===== src/rtl/packet_rr_arbiter.sv =====
// rtl/packet_rr_arbiter.sv - per-output-port wormhole switch allocator with round-robin packet arbitration
module packet_rr_arbiter #(
    parameter int INPUTS        = 3,
    parameter int REQUEST_WIDTH = $clog2(INPUTS),
    parameter int FlitPerPacket = 6
) (
    input  logic                     clk,
    input  logic                     rst,
    input  logic [INPUTS-1:0]        req_bus,
    input  logic                     xfer,
    input  logic                     tail_in,
    output logic [INPUTS-1:0]        grant,
    output logic [REQUEST_WIDTH-1:0] grant_idx,
    output logic                     busy,
    output logic                     pkt_done,
    output logic                     pkt_err
);

    localparam int FLIT_CNT_W = $clog2(FlitPerPacket + 1);

    localparam logic [0:0] IDLE   = 1'b0;
    localparam logic [0:0] LOCKED = 1'b1;

    logic [0:0]               state_q,     state_d;
    logic [REQUEST_WIDTH-1:0] rr_ptr_q,    rr_ptr_d;
    logic [FLIT_CNT_W-1:0]    flit_cnt_q,  flit_cnt_d;
    logic [INPUTS-1:0]        grant_q,     grant_d;
    logic [REQUEST_WIDTH-1:0] grant_idx_q, grant_idx_d;
    logic                     pkt_done_q,  pkt_done_d;
    logic                     pkt_err_q,   pkt_err_d;

    logic                     sel_found;
    logic [REQUEST_WIDTH-1:0] sel_idx;
    logic                     last_flit;

    // Search upward from rr_ptr so the input served last is considered last.
    always_comb begin
        int cand;
        cand      = 0;
        sel_found = 1'b0;
        sel_idx   = '0;
        for (int k = 0; k < INPUTS; k++) begin
            cand = int'(rr_ptr_q) + k;
            if (cand >= INPUTS) begin
                cand = cand - INPUTS;
            end
            if (!sel_found && req_bus[cand]) begin
                sel_found = 1'b1;
                sel_idx   = REQUEST_WIDTH'(cand);
            end
        end
    end

    assign last_flit = tail_in || (flit_cnt_q == FLIT_CNT_W'(FlitPerPacket - 1));

    always_comb begin
        state_d     = state_q;
        rr_ptr_d    = rr_ptr_q;
        flit_cnt_d  = flit_cnt_q;
        grant_d     = grant_q;
        grant_idx_d = grant_idx_q;
        pkt_done_d  = 1'b0;
        pkt_err_d   = 1'b0;

        case (state_q)
            IDLE: begin
                if (sel_found) begin
                    state_d     = LOCKED;
                    grant_d     = INPUTS'(1) << sel_idx;
                    grant_idx_d = sel_idx;
                    flit_cnt_d  = '0;
                end
            end
            LOCKED: begin
                if (xfer) begin
                    flit_cnt_d = flit_cnt_q + FLIT_CNT_W'(1);
                    if (last_flit) begin
                        // A tail on the length-limit flit is a clean end, not an error.
                        state_d     = IDLE;
                        grant_d     = '0;
                        grant_idx_d = '0;
                        flit_cnt_d  = '0;
                        pkt_done_d  = 1'b1;
                        pkt_err_d   = !tail_in;
                        rr_ptr_d    = (grant_idx_q == REQUEST_WIDTH'(INPUTS - 1))
                                      ? '0 : grant_idx_q + REQUEST_WIDTH'(1);
                    end
                end
            end
            default: begin
                state_d = IDLE;
            end
        endcase
    end

    always_ff @(posedge clk) begin
        if (rst) begin
            state_q     <= IDLE;
            rr_ptr_q    <= '0;
            flit_cnt_q  <= '0;
            grant_q     <= '0;
            grant_idx_q <= '0;
            pkt_done_q  <= 1'b0;
            pkt_err_q   <= 1'b0;
        end else begin
            state_q     <= state_d;
            rr_ptr_q    <= rr_ptr_d;
            flit_cnt_q  <= flit_cnt_d;
            grant_q     <= grant_d;
            grant_idx_q <= grant_idx_d;
            pkt_done_q  <= pkt_done_d;
            pkt_err_q   <= pkt_err_d;
        end
    end

    assign grant     = grant_q;
    assign grant_idx = grant_idx_q;
    assign busy      = (state_q == LOCKED);
    assign pkt_done  = pkt_done_q;
    assign pkt_err   = pkt_err_q;

endmodule


===== config.mk =====
export PLATFORM = sky130hd
export DESIGN_NAME = packet_rr_arbiter
export DESIGN_NICKNAME = d
export VERILOG_FILES = /design/src/rtl/packet_rr_arbiter.sv
export SDC_FILE = /design/constraint.sdc
export NUM_CORES = 1
export LEC_CHECK = 0
export CAP_MARGIN = 15
export CELL_PAD_IN_SITES_DETAIL_PLACEMENT = 1
export CELL_PAD_IN_SITES_GLOBAL_PLACEMENT = 2
export CORE_MARGIN = 2
export CORE_UTILIZATION = 27
export DETAILED_ROUTE_END_ITERATION = 7
export PLACE_DENSITY = 0.75
export RECOVER_POWER = 25
export SLEW_MARGIN = 10
export SYNTH_ARGS = -nofsm -noshare
export SYNTH_HDL_FRONTEND = slang
export SYNTH_SLANG_ARGS = --single-unit

===== constraint.sdc =====
create_clock -name clk -period 1.8 [get_ports clk]
set_input_delay 0.27 -clock clk [delete_from_list [all_inputs] [get_ports clk]]
set_output_delay 0.27 -clock clk [all_outputs]
set_load 0.005 [all_outputs]

==> results.yml <==
synth:
  ys_seq_elements: 13
  synth_cell_types: 38
  synthFlopType: "dfxtp_1"
  syn_area_um2: 792.0
  synth_edf_count: 0
  netlist_instances: 90
  synth_area_per_cell_um2: 8.800
  async_reset_ff_frac: 0
  yosysWarningCount: 0
  seq_area_frac_synth: 0.3286
  synth_fp_nets: 103
final_layout:
  drive_gt1_frac: 0.2712
  diodes: 0
  area_growth_pct: 48.02
  fill_cells: 325
  seq_area_um2: 265.3
  multi_input_area_um2: 585.6
  final_nets: 132
  fin_util: 0.4215
  final_cells: 149
clocking:
  root_buffer: "clkbuf_4"
  hold_buffers: 0
  htreeDepth: 1
  post_cts_buffers: 0
  clock_sinks: 13
  clock_path_buffers: 2
  numCtsBuffers: 3
  clkSlewWorstSetupHoldPaths_ns: 0.08
  cts_tree: "yes"
  clkLatencyLatePin_ns: 0.28
drt:
  wl_per_cell_um: 15.27
  drc: 0
  antenna_left: 0
  drt-total-wl_um: 2275
  first_iter_violations: 15
  dr.pass1.iters: 3
  via_per_inst: 5.195
  num_vias: 774
setup_path:
  critPathLaunchType: "flip-flop"
  max_stage_delay_ns: 0.36
  crit_path_max_fanout: 3
  critPathCaptureType: "flip-flop"
  cp.required_ns: 1.98
  crit_slowest_cell: "dfxtp_4"
  cp.arrival_ns: 1.92
  critical_path_class: "flip-flop to flip-flop"
  critical_path_buf_inv_count: 2
  crit_chain: "buf_4 -> ha_1 -> nand3b_1 -> buf_4 -> a21oi_2 -> nor3_2 -> o21ai_2 -> a21bo_1"
  crit_top_cell: "buf_4"
  path_delay_family: "compound AO/OA/AOI/OAI gates"
pwr:
  leakage_nw: 0.4599
  switching_share: 0.2917
  max-vdd-ir-drop_mv: 0.3472
  internal_power_w: 0.0004883
  total_power_w: 0.0006894
  pwr-share-comb: 0.270
  seqPwrFrac: 0.462
  power_switching_w: 0.0002011
  clkPwrFrac: 0.269
  p_per_area_nw_per_um2: 588.0
floorplan:
  die_h_um: 58.16
  num_rows: 19
  start_util: 0.2848
  core-area_um2: 2781
  dieArea_um2: 3383
  ios: 15
  dieWidth_um: 58.16
global_route:
  overflow: 0
  grt.total_usage: 0.1438
  grt_start_max_net_pins: 12
  grt_pass1_wl_um: 3657
  grt_pass1_vias: 801
  antenna_found_initial: 0
timing:
  tightest_slew_ns: 0.3865
  fmax_ghz: 0.5749
  slew_headroom: 0.7420
  period_needed_ns: 1.740
  drv_slew: 0
  fin_tns_setup_ns: 0
  hold_viol: 0
  setup_violations: 0
  hold_ws_ns: 0.4715
  clock_skew_ns: 0.003447
  finalCritPeriodShare: 0.9664
place:
  place_hpwl_um: 1710
  placed_cells: 145
  io_buffer_count: 14
  routabilityCongestion: 0.8238
min_path:
  hold_class: "flip-flop to flip-flop"
run:
  maxCapViolations: 0
outcome:
  outcome: "complete, no violations"
==> layout make-up <==
class,instances,share of cell area
sequential,13,0.2263
inverter,6,0.01921
multi-input combinational,68,0.4995
timing repair buffer,27,0.1996
tap,31,0.03308
clock buffer,4,0.02241
==> cell usage in the layout, fill, tap and decap left out, drive strengths merged, types with 2 or more instances in the layout <==
cell / n
nor2: 13
dfxtp: 13
clkdlybuf4s50: 12
buf: 12
inv: 6
ha: 6
nor3: 5
a21oi: 5
clkbuf: 5
nand2b: 4
o21ai: 4
a21o: 3
nand3b: 3
a21bo: 2
nand2: 2
a32o: 2
dlygate4sd3: 2
o221ai: 2
o2bb2ai: 2
==> layer usage <==
metal,GRT usage,up-vias,share of wire
met5,0,-,0
met3,0.03125,6,0.030
met4,0.09302,0,0.016
met1,0.1633,366,0.43
met2,0.2419,11,0.52
li1,-,391,-
==> sequential cells by signal (all words and copies together) (netlist names) <==
| signal | count |
|---|---|
| busy | 1 |
| flit_cnt_q | 3 |
| grant | 3 |
| grant_idx | 2 |
| pkt_done | 1 |
| pkt_err | 1 |
| rr_ptr_q | 2 |
==> Yosys cell counts, types with 2 or more instances <==
master,count,area [µm²]
o21ai_1,2,10.01
a21oi_1,4,20.02
nor3_1,5,25.02
nand3b_1,2,15.01
inv_1,6,22.52
a21bo_1,2,20.02
nand2_1,2,7.510
dfxtp_1,13,260.3
a21o_1,3,22.52
o21ai_0,2,10.01
a32o_1,2,20.02
nand2b_1,3,18.77
ha_1,6,75.07
nor2_1,13,48.80
o2bb2ai_1,2,17.52
==> power groups by stage <==
stage / registers [W] / logic [W] / clock network, W
finish: 0.000318 / 0.000186 / 0.000185
floorplan: 0.000319 / 0.0000828 / 0
detailed placement: 0.000324 / 0.000162 / 0
global route: 0.000322 / 0.000204 / 0.000210
CTS: 0.000318 / 0.000167 / 0.000196
global placement: 0.000324 / 0.000160 / 0
==> worst reg2reg max path, cell delays in order, from the launching register on <==
cell and delay, ns:
dfxtp_4 0.36, buf_4 0.13, ha_1 0.20, nand3b_1 0.24, buf_4 0.20, a21oi_2 0.16
nor3_2 0.06, o21ai_2 0.08, a21bo_1 0.21
==> final timing paths <==
check                               endpoint  slack (ns)         from  depth (start not counted)
worst max register to register  grant_idx[0]        0.06  rr_ptr_q[0]                          8
worst max-delay path            grant_idx[0]        0.06  rr_ptr_q[0]                          8
worst min register to register      grant[0]        0.47     grant[0]                          1
worst min-delay path                grant[0]        0.47     grant[0]                          1
==> logic make-up after synthesis <==
group,synth area share
and+or+nand+nor,0.2196
AOI/OAI and AO/OA,0.2970
DFF,0.3286
buffers and inverters,0.04739
adders and majority gates,0.09478
muxes,0.01264
==> per-stage QoR <==
stage | setup WS [ns] | cell area, µm²
global route | -0.03949 | 1172
floorplan | 0.01590 | 792.0
detailed placement | -0.08481 | 1054
global placement | -0.07704 | 1054
finish | 0.06042 | 1172
CTS | 0.009271 | 1092
==> what timing repair did <==
item                       CTS  global route
gates resized for setup      5            13
hold endpoints to repair     0             0
setup endpoints to repair    7             8
pin swaps                    0             1
(Power assumes the default switching activity.)
